--- src/rtl/gpio_bank_ctrl.sv ---
// GPIO bank controller: memory-mapped register slave with pad synchroniser,
// optional prescaled debounce, per-pin edge capture and a maskable level irq.
// The tri-state buffers themselves live outside this block; gpio_s=1 means hi-Z.
module gpio_bank_ctrl #(
    parameter int              WIDTH     = 32,
    parameter logic [WIDTH-1:0] RESET_OUT = '0,
    parameter int              DB_DIV_W  = 16
) (
    input  logic             clk,
    input  logic             reset,
    input  logic [2:0]       address,
    input  logic             write,
    input  logic [31:0]      writedata,
    input  logic             read,
    output logic [31:0]      readdata,
    output logic             readdatavalid,
    input  logic [WIDTH-1:0] gpio_r,
    output logic [WIDTH-1:0] gpio_w,
    output logic [WIDTH-1:0] gpio_s,
    output logic             irq
);

    localparam logic [2:0] ADDR_DATA_IN  = 3'd0;
    localparam logic [2:0] ADDR_DATA_OUT = 3'd1;
    localparam logic [2:0] ADDR_DIR_S    = 3'd2;
    localparam logic [2:0] ADDR_RISE_EN  = 3'd3;
    localparam logic [2:0] ADDR_FALL_EN  = 3'd4;
    localparam logic [2:0] ADDR_EDGE_CAP = 3'd5;
    localparam logic [2:0] ADDR_IRQ_MASK = 3'd6;
    localparam logic [2:0] ADDR_DB_DIV   = 3'd7;

    localparam logic [DB_DIV_W-1:0] DB_ONE = 1;

    logic [WIDTH-1:0]    data_out;
    logic [WIDTH-1:0]    dir_s;
    logic [WIDTH-1:0]    rise_en;
    logic [WIDTH-1:0]    fall_en;
    logic [WIDTH-1:0]    edge_cap;
    logic [WIDTH-1:0]    irq_mask;
    logic [DB_DIV_W-1:0] db_div;
    logic [DB_DIV_W-1:0] db_cnt;

    logic [WIDTH-1:0]    sync1;
    logic [WIDTH-1:0]    sync2;
    logic [WIDTH-1:0]    smp;
    logic [WIDTH-1:0]    deb;
    logic [WIDTH-1:0]    deb_q;

    logic [WIDTH-1:0]    wdata_w;
    logic [WIDTH-1:0]    w1c;
    logic [WIDTH-1:0]    agree;
    logic [WIDTH-1:0]    rise;
    logic [WIDTH-1:0]    fall;
    logic                db_wr;
    logic                tick;
    logic [31:0]         rd_mux;

    assign wdata_w = writedata[WIDTH-1:0];
    assign db_wr   = write && (address == ADDR_DB_DIV);
    assign w1c     = (write && (address == ADDR_EDGE_CAP)) ? wdata_w : '0;

    // Prescaler is a down-counter reloaded from DB_DIV; a zero count is the
    // sampling tick, giving one tick every DB_DIV+1 cycles.
    assign tick    = (db_cnt == '0);

    // A pin follows the previous tick's sample only when the current sample agrees.
    assign agree   = ~(sync2 ^ smp);

    assign rise    = deb & ~deb_q & rise_en;
    assign fall    = ~deb & deb_q & fall_en;

    assign gpio_w  = data_out;
    assign gpio_s  = dir_s;

    // Configuration registers written from the bus
    always_ff @(posedge clk or posedge reset) begin
        if (reset) begin
            data_out <= RESET_OUT;
            dir_s    <= '1;
            rise_en  <= '0;
            fall_en  <= '0;
            irq_mask <= '0;
            db_div   <= '0;
        end else if (write) begin
            case (address)
                ADDR_DATA_OUT: data_out <= wdata_w;
                ADDR_DIR_S:    dir_s    <= wdata_w;
                ADDR_RISE_EN:  rise_en  <= wdata_w;
                ADDR_FALL_EN:  fall_en  <= wdata_w;
                ADDR_IRQ_MASK: irq_mask <= wdata_w;
                ADDR_DB_DIV:   db_div   <= writedata[DB_DIV_W-1:0];
                default: ;
            endcase
        end
    end

    // Debounce prescaler; a DB_DIV write restarts the tick period
    always_ff @(posedge clk or posedge reset) begin
        if (reset) begin
            db_cnt <= '0;
        end else if (db_wr) begin
            db_cnt <= writedata[DB_DIV_W-1:0];
        end else if (tick) begin
            db_cnt <= db_div;
        end else begin
            db_cnt <= db_cnt - DB_ONE;
        end
    end

    // Pad synchroniser, debounce filter and edge-detect history
    always_ff @(posedge clk or posedge reset) begin
        if (reset) begin
            sync1 <= '0;
            sync2 <= '0;
            smp   <= '0;
            deb   <= '0;
            deb_q <= '0;
        end else begin
            sync1 <= gpio_r;
            sync2 <= sync1;
            deb_q <= deb;
            if (db_div == '0) begin
                deb <= sync2;
            end else if (tick) begin
                smp <= sync2;
                deb <= (agree & smp) | (~agree & deb);
            end
        end
    end

    // Edge capture with write-1-to-clear; a new edge beats a clear on the same bit
    always_ff @(posedge clk or posedge reset) begin
        if (reset) begin
            edge_cap <= '0;
            irq      <= 1'b0;
        end else begin
            edge_cap <= (edge_cap & ~w1c) | rise | fall;
            irq      <= |(edge_cap & irq_mask);
        end
    end

    // Read data selection from current register contents
    always_comb begin
        rd_mux = '0;
        case (address)
            ADDR_DATA_IN:  rd_mux = 32'(deb);
            ADDR_DATA_OUT: rd_mux = 32'(data_out);
            ADDR_DIR_S:    rd_mux = 32'(dir_s);
            ADDR_RISE_EN:  rd_mux = 32'(rise_en);
            ADDR_FALL_EN:  rd_mux = 32'(fall_en);
            ADDR_EDGE_CAP: rd_mux = 32'(edge_cap);
            ADDR_IRQ_MASK: rd_mux = 32'(irq_mask);
            ADDR_DB_DIV:   rd_mux = 32'(db_div);
            default:       rd_mux = '0;
        endcase
    end

    // Registered read response, fixed one-cycle latency
    always_ff @(posedge clk or posedge reset) begin
        if (reset) begin
            readdata      <= '0;
            readdatavalid <= 1'b0;
        end else begin
            readdatavalid <= read;
            if (read) begin
                readdata <= rd_mux;
            end
        end
    end

endmodule
--- config.mk ---
export PLATFORM = sky130hd
export DESIGN_NAME = gpio_bank_ctrl
export DESIGN_NICKNAME = d
export VERILOG_FILES = /design/src/rtl/gpio_bank_ctrl.sv
export SDC_FILE = /design/constraint.sdc
export NUM_CORES = 1
export LEC_CHECK = 0
export CAP_MARGIN = 20
export CORE_MARGIN = 2
export CORE_UTILIZATION = 57
export CTS_BUF_LIST = sky130_fd_sc_hd__clkbuf_16
export CTS_CLUSTER_SIZE = 10
export DETAILED_ROUTE_END_ITERATION = 12
export MAX_ROUTING_LAYER = met4
export PLACE_DENSITY = 0.79
export SLEW_MARGIN = 15
export SYNTH_ARGS = -nofsm -noshare
export SYNTH_HDL_FRONTEND = slang
export SYNTH_SLANG_ARGS = --single-unit
--- constraint.sdc ---
create_clock -name clk -period 17.8 [get_ports clk]
set_clock_uncertainty 0.1 [all_clocks]
set_input_delay 3.56 -clock clk [delete_from_list [all_inputs] [get_ports clk]]
set_output_delay 3.56 -clock clk [all_outputs]
set_load 0.02 [all_outputs]
==> reports/summary.txt, run 1 <==
outcome: complete, no violations
largest net degree at the start of global routing: 128
Hold Vio Cnt, Final: 0
power density over cell area: 123 nW/µm²
Clock Path Buffers: 3
# resized after CTS: 0
Mapped Cells: 1518
Sum Neg Setup Slack: 0 ps
via/cell ratio: 6.26
CTS tree: yes
Pins Over Slew Limit: 0
Setup Viol. Count Final: 0
Yosys warnings: 0
cell at the slowest stage of the critical path: nand3_1
worst hold-check path type: reg -> reg
count leader, synth: dfrtp_1
worst hold slack: 231 ps
n_diodes: 0
Post-route DRC: 0
Sequential Power Share: 0.484
Unique masters post-synth: 59
Syn Area/Cell: 11.7 µm²
dpl cells: 2027
Wirelength per Cell: 22.7 µm
post-synth top area cell: dfrtp_1
Post-Syn Nets: 1591
relative slew slack: 0.255
Synth Flop Type: dfrtp_1
Final Net Count: 1756
# hold bufs at CTS: 0
Final ANT Viol Nets: 0
ratio of final minimum period to clock period: 0.345
Final min period: 6150 ps
Post-Syn Area: 17800 µm²
Sw Pwr: 0.759 mW
WL final: 47900 µm
Reg area: 10500 µm²
worst-margin pin slew: 1110 ps
P_int: 1.85 mW
Reg clk slew, reported paths: 60 ps
core box area: 30700 µm²
Worst VDD drop: 0.0000853 V
gpl congestion: 0.888
vias in the first global route: 12940
Setup CP Type: in -> reg
commonest cells in the netlist: dfrtp_1 (386), mux2_2 (193), nand2_1 (181)
GRT Resource Usage Total: 0.303
GRT Residual Overflow: 0
EDFF count, synth: 0
fraction of registers with async set or reset after synthesis: 1.00
Final Util: 0.692
fraction of layout cells with a size suffix above 1: 0.195
Layout area overhead: 19.5%
RSZ-0062 raised after global routing: no
# IOs: 169
CP Data Required Time: 18130 ps
Crit. End Element: register
top cells by area, synth: dfrtp_1 (54%), mux2_2 (12%), dfstp_2 (4.7%)
Combinational Power Share: 0.187
PortBufs: 168
post-CTS setup buffers: 0
clock power share: 0.329
critical path arrival: 6480 ps
Clock Sinks: 418
die width: 181 µm
Die Ht: 181 µm
Leak: 9.16 nW
clock latency on the worst-skew pair: 550 ps
Starting Density: 0.579
die area: 32600 µm²
critical path, cell by cell: buf_2 -> buf_4 -> nor2b_1 -> nand3_1 -> buf_4 -> mux2_2
first-pass GRT wire length: 74600 µm
Cell Count, Final, Fillers Out: 2113
via count: 13220
Seq/Total Area, Yosys: 0.591
slowest stage delay, CP: 760 ps
flops & latches, synth: 418
most used cell, CP: buf_4
Sw Share: 0.291
Initial DRC Count: 1460
top cell type's share of synthesized area: 0.544
std cell rows: 64
CTS root buf: clkbuf_16
Setup crit start kind: input port
H-tree levels: 2
worst-path maximum fanout: 59
DP HPWL: 31400 µm
TritonCTS Buffers: 48
footprint of the multi-input gates: 6810 µm²
Max Clk Rate: 0.163 GHz
DR pass1 iterations: 5
initial antenna violation count: 1
fill count: 2182
max-cap violations: 0
cell usage in the layout, fill, tap and decap left out, types with 39 or more instances in the layout:
cell             count
nor3_1              40
clkbuf_16           49
nand2_1            181
mux2_2             193
inv_1               66
clkdlybuf4s50_1    164
o21ai_0             74
a21oi_1             58
dfrtp_1            386
o211ai_1            39
nor2_1             116
power by group through the flow:
stage / Clock [mW] / Sequential (mW) / Combinational (mW)
after CTS: 0.871 / 1.26 / 0.488
after detailed placement: 0 / 1.27 / 0.484
after global placement: 0 / 1.27 / 0.472
final: 0.859 / 1.26 / 0.488
after floorplan: 0 / 1.27 / 0.257
after global routing: 0.912 / 1.28 / 0.529
logic make-up (layout without fill, tap and decap cells):
logic type / Yosys count / in the layout / share of synthesized area
compound gates: 316 / 316 / 0.118
xor+xnor: 7 / 7 / 0.00345
fa+ha+maj: 2 / 2 / 0.00141
buf+inv: 120 / 319 / 0.0275
flops: 418 / 418 / 0.591
mux: 234 / 234 / 0.151
simple gates: 421 / 421 / 0.108
per-stage QoR:
step                area (µm²)  setup WS (ps)  power, mW
finish                   21200          11650       2.61
global route             21200          11380       2.72
CTS                      21200          11590       2.62
detailed placement       19800          11020       1.75
global placement         19800          11070       1.74
floorplan                17800           2560       1.53
layer usage:
metal	track usage	part of all wire
met1	0.434	0.42
met2	0.447	0.47
met3	0.0437	0.081
met4	0.106	0.031
met5	-	0
registers in the layout, summed over array words and instances (netlist names), 16 cells and up, named ones only:
name      flops
db_cnt       16
readdata     32
deb_q        32
fall_en      32
rise_en      32
gpio_s       32
irq_mask     32
sync2        32
db_div       16
gpio_w       32
smp          32
edge_cap     32
sync1        32
worst paths after layout:
| kind | startpoint | endpoint | slack [ps] | cells after the start |
|---|---|---|---|---|
| setup / recovery | address[1] | irq_mask[26] | 11650 | 6 |
| hold / removal | sync1[2] | sync2[2] | 230 | 0 |
| setup reg to reg | db_cnt[1] | smp[1] | 14640 | 8 |
| hold reg to reg | sync1[2] | sync2[2] | 230 | 0 |
| max in group asynchronous | reset | db_div[10] | 11820 | 4 |
| min in group asynchronous | reset | sync2[2] | 3510 | 2 |
final cells by class:
cell class,count,area share
clock buffer,49,0.0578
sequential,418,0.495
timing repair buffer,196,0.0895
tap,396,0.0233
multi-input combinational,980,0.321
inverter,39,0.00725
clock inverter,35,0.00684
critical path: cells and delay by family:
family | cells | cell delay [ps]
and+or+nand+nor | 2 | 1380
buffers and inverters | 3 | 1190
muxes | 1 | 320
(Power assumes the default switching activity.)
==> inputs of run 2 (changes only) <==
Settings changed: CORE_UTILIZATION 57 to 52, PLACE_DENSITY 0.79 to 0.76.
Clock period 17.8 ns to 4.9 ns, I/O delays scaled along.
==> run 2 against run 1 <==
- sequential cell count stayed put
- global-route usage is 1.7 points lower
- utilization is 5.6 points lower
- worst hold slack better by 2.9 ps
- clock power grew to 3.7 times the previous value
- critical path depth is 1 lower
- final area is 0.75% higher
- power grew to 3.6 times the previous value
- die area is 9.4% higher
- first-iteration DRC count is 13% lower
- sequential power grew to 3.6 times the previous value
- wire length is 2.8% higher
- critical path type is now reg -> reg
- critical endpoint is now smp[1]
- highest routed layer unchanged
==> reports/summary.txt, run 2 (synthesized netlist as in run 1, its figures left out) <==
GRT Residual Overflow: 0 (unchanged)
Final Net Count: 1763 (+0.40%)
first-pass GRT wire length: 76100 µm (+2.0%)
placed cell area: 20000 µm² (+0.93%)
Final min period: 3100 ps
post-CTS setup buffers: 0 (unchanged)
Starting Density: 0.528 (-0.0508)
commonest non-fill, non-tap cell in the layout: dfrtp_1
Leak: 9.22 nW (+0.67%)
# IOs: 169 (unchanged)
RSZ-0062 raised after global routing: no
Reg clk slew, reported paths: 60 ps (about the same)
slowest stage delay, CP: 710 ps (-50 ps)
commonest cells after routing, fill and taps aside: dfrtp_1 (386), mux2_2 (193), nand2_1 (181)
H-tree levels: 2 (unchanged)
critical path, cell by cell: nor4_2 -> nand4_1 -> nor2_2 -> buf_4 -> mux2_2
largest net degree at the start of global routing: 103 (-20%)
n_diodes: 0 (unchanged)
WL final: 49200 µm (+2.8%)
TritonCTS Buffers: 48 (unchanged)
post-route cell area: 21400 µm² (+0.75%)
Setup crit start kind: register
Max Clk Rate: 0.323 GHz
die width: 189 µm (+4.6%)
CP Data Required Time: 5230 ps (-12900 ps)
Crit. End Element: register
Pins Over Slew Limit: 0 (unchanged)
die area: 35700 µm² (+9.4%)
critical path arrival: 3430 ps (-3050 ps)
Layout area overhead: 20.4%
vias in the first global route: 13254 (+2.4%)
relative slew slack: 0.324 (+0.0693)
fraction of layout cells with a size suffix above 1: 0.198 (+0.00304)
GRT Resource Usage Total: 0.286 (-0.0170)
Power, Total: 9.51 mW (+260%)
DP HPWL: 33000 µm (+4.9%)
# resized after CTS: 0 (unchanged)
CTS root buf: clkbuf_16
via count: 13232 (+0.091%)
initial antenna violation count: 0 (-1)
worst hold-check path type: reg -> reg
Clock Path Buffers: 3 (unchanged)
PortBufs: 168 (unchanged)
Die Ht: 189 µm (+4.6%)
worst hold slack: 234 ps (+2.94 ps)
Setup CP Type: reg -> reg
cell at the slowest stage of the critical path: nor4_2
Worst VDD drop: 0.000349 V (+310%)
# hold bufs at CTS: 0 (unchanged)
DR pass1 iterations: 5 (unchanged)
max-cap violations: 0 (unchanged)
Post-route DRC: 0 (unchanged)
Clock Sinks: 418 (unchanged)
CTS tree: yes
gpl congestion: 0.893 (+0.56%)
Final ANT Viol Nets: 0 (unchanged)
std cell rows: 67 (+4.7%)
Setup Viol. Count Final: 0 (unchanged)
Initial DRC Count: 1275 (-13%)
power density over cell area: 445 nW/µm² (+260%)
worst-path maximum fanout: 27 (-54%)
clock latency on the worst-skew pair: 560 ps (about the same)
outcome: complete, no violations
Hold Vio Cnt, Final: 0 (unchanged)
worst-margin pin slew: 1010 ps (-103 ps)
core box area: 33600 µm² (+9.6%)
Wirelength per Cell: 22.6 µm (about the same)
via/cell ratio: 6.09 (-2.7%)
ratio of final minimum period to clock period: 0.633
[run 2: metrics by stage]
stage / setup TNS, ps / worst slack (ps) / utilization / instances
after floorplan: -699270 / -1790 / - / 1518
after global placement: 0 / 1480 / 0.595 / 2088
after detailed placement: 0 / 1440 / 0.595 / 2088
after CTS: 0 / 1820 / 0.636 / 2174
after global routing: 0 / 1710 / 0.636 / 2174
final: 0 / 1800 / 0.636 / 2174
[run 2: power breakdown]
group | internal (mW) | switching (mW)
Sequential | 4.03 | 0.558
Combinational | 0.904 | 0.870
Clock | 1.77 | 1.38
[run 2: metal layers]
layer	GRT usage	share of wire	vias up	routed length, µm
li1	-	-	5801	-
met1	0.378	0.41	6639	20200
met2	0.433	0.46	658	22900
met3	0.0596	0.084	134	4150
met4	0.119	0.041	0	2010
met5	-	0	-	0
[run 2: area by class of cell]
class | instances | area, µm²
Clock buffer | 48 | 1200
Fill cell | 2546 | 12200
Tap cell | 448 | 561
Clock inverter | 38 | 186
Timing Repair Buffer | 203 | 1990
Multi-Input combinational cell | 980 | 6800
Inverter | 39 | 150
Sequential cell | 418 | 10500
[run 2: worst paths after layout]
kind                       cells past startpoint          to  startpoint  slack [ps]
max                                            5      smp[1]   db_cnt[6]        1800
min                                            0    sync2[2]    sync1[2]         230
max reg2reg                                    5      smp[1]   db_cnt[6]        1800
min reg2reg                                    0    sync2[2]    sync1[2]         230
max in group asynchronous                      3  gpio_s[19]       reset        2800
min in group asynchronous                      2    sync2[2]       reset         870
[run 2: critical path: cells and delay by family, from the launching register on]
kind / cells / cell delay [ps]
muxes: 1 / 390
DFF: 1 / 420
buffers and inverters: 1 / 430
and+or+nand+nor: 3 / 1620
==> inputs of run 3 (changes only) <==
Settings changed: CORE_UTILIZATION 52 to 57, PLACE_DENSITY 0.76 to 0.79.
Clock period 4.9 ns to 3.2 ns, I/O delays scaled along.
==> run 3 against run 2 <==
- sequential power rose by 52%
- wire length fell by 1.9%
- register-to-register slack got worse by 1100 ps
- clock power rose by 52%
- sequential cell count did not move
- via count rose by 1.1%
- die area fell by 8.6%
- global-route usage rose by 2.2 points
- critical path depth fell by 4
- worst hold slack improved by 11 ps
- largest cell class unchanged
- largest power group unchanged
- highest routed layer unchanged
==> reports/summary.txt, run 3 (synthesized netlist as in run 1, its figures left out) <==
outcome: complete, no violations
Clock Sinks: 418 (unchanged)
Final min period: 2520 ps
dpl cells: 2053 (-1.7%)
Starting Density: 0.579 (+0.0508)
Final Net Count: 1780 (+0.96%)
Setup CP Type: reg -> out
CTS root buf: clkbuf_16
largest net degree at the start of global routing: 106 (+2.9%)
TritonCTS Buffers: 48 (unchanged)
Reg clk slew, reported paths: 60 ps (about the same)
commonest cells after routing, fill and taps aside: dfrtp_1 (386), mux2_2 (193), nand2_1 (181)
core box area: 30700 µm² (-8.8%)
Clock Path Buffers: 3 (unchanged)
DP HPWL: 32300 µm (-2.1%)
placed cell area: 20100 µm² (+0.68%)
max-cap violations: 0 (unchanged)
vias in the first global route: 13523 (+2.0%)
Pins Over Slew Limit: 0 (unchanged)
critical path arrival: 1780 ps (-1650 ps)
std cell rows: 64 (-4.5%)
Cell Count, Final, Fillers Out: 2143 (-1.4%)
post-route cell area: 21500 µm² (+0.69%)
initial antenna violation count: 0 (unchanged)
post-CTS setup buffers: 0 (unchanged)
DR pass1 iterations: 5 (unchanged)
Die Ht: 181 µm (-4.4%)
die width: 181 µm (-4.4%)
first-pass GRT wire length: 76200 µm (+0.18%)
CP Data Required Time: 2460 ps (-2770 ps)
worst-path maximum fanout: 3 (-89%)
Wirelength per Cell: 22.5 µm (-0.45%)
RSZ-0062 raised after global routing: no
die area: 32600 µm² (-8.6%)
H-tree levels: 2 (unchanged)
power density over cell area: 676 nW/µm² (+52%)
Crit. End Element: output port
Hold Vio Cnt, Final: 0 (unchanged)
Layout area overhead: 21.2%
slowest stage delay, CP: 630 ps (-80 ps)
CTS tree: yes
via/cell ratio: 6.24 (+2.6%)
GRT Residual Overflow: 0 (unchanged)
gpl congestion: 0.908 (+1.7%)
# resized after CTS: 0 (unchanged)
critical path, cell by cell: clkdlybuf4s50_1
Setup Viol. Count Final: 0 (unchanged)
via count: 13378 (+1.1%)
PortBufs: 168 (unchanged)
Setup crit start kind: register
cell at the slowest stage of the critical path: clkdlybuf4s50_1
# hold bufs at CTS: 0 (unchanged)
CP bufs+invs: 1 (unchanged)
Leak: 9.35 nW (+1.4%)
Worst VDD drop: 0.000413 V (+18%)
GRT Resource Usage Total: 0.308 (+0.0224)
worst hold-check path type: reg -> reg
WL final: 48300 µm (-1.9%)
Post-route DRC: 0 (unchanged)
fraction of layout cells with a size suffix above 1: 0.204 (+0.00633)
relative slew slack: 0.402 (+0.0773)
commonest non-fill, non-tap cell in the layout: dfrtp_1
Top delay family on crit path: buffers and inverters
ratio of final minimum period to clock period: 0.787
clock latency on the worst-skew pair: 550 ps (about the same)
# IOs: 169 (unchanged)
Max Clk Rate: 0.397 GHz
Power, Total: 14.6 mW (+53%)
worst-margin pin slew: 896 ps (-116 ps)
Initial DRC Count: 1277 (+0.16%)
Final ANT Viol Nets: 0 (unchanged)
[run 3: worst paths after layout]
path | endpoint | startpoint | depth (start not counted) | slack (ps)
max | gpio_s[9] | gpio_s[9] | 1 | 680
min | sync2[4] | sync1[4] | 0 | 250
max reg2reg | smp[22] | db_cnt[0] | 7 | 710
min reg2reg | sync2[4] | sync1[4] | 0 | 250
max in group asynchronous | gpio_s[23] | reset | 4 | 1780
min in group asynchronous | sync1[2] | reset | 2 | 320
[run 3: cell type report]
class	instances	area (µm²)
Timing Repair Buffer	220	2190
Clock inverter	41	196
Fill cell	2130	9140
Clock buffer	48	1200
Inverter	39	150
Multi-Input combinational cell	980	6800
Antenna cell	1	2.50
Sequential cell	418	10500
Tap cell	396	495
[run 3: per-layer routing]
layer / routed length (µm) / global-route usage / up-vias / share of wire
li1: - / - / 5850 / -
met1: 20400 / 0.430 / 6801 / 0.42
met2: 22600 / 0.465 / 622 / 0.47
met3: 3850 / 0.0517 / 105 / 0.080
met4: 1450 / 0.103 / 0 / 0.030
met5: 0 / - / - / 0
[run 3: through the flow]
step | setup TNS (ps) | setup WS, ps | utilization | hold slack [ps]
2_1_floorplan | -1267750 | -3150 | - | 231
3_3_place_gp | 0 | 680 | 0.656 | 231
3_5_place_dp | 0 | 614 | 0.656 | 235
4_1_cts | 0 | 682 | 0.702 | 247
5_1_grt | 0 | 522 | 0.702 | 249
6_report | 0 | 682 | 0.702 | 245
[run 3: where the power goes]
group	internal, mW	switching, mW
sequential	6.18	0.804
combinational	1.42	1.36
clock	2.71	2.08
total	10.3	4.25
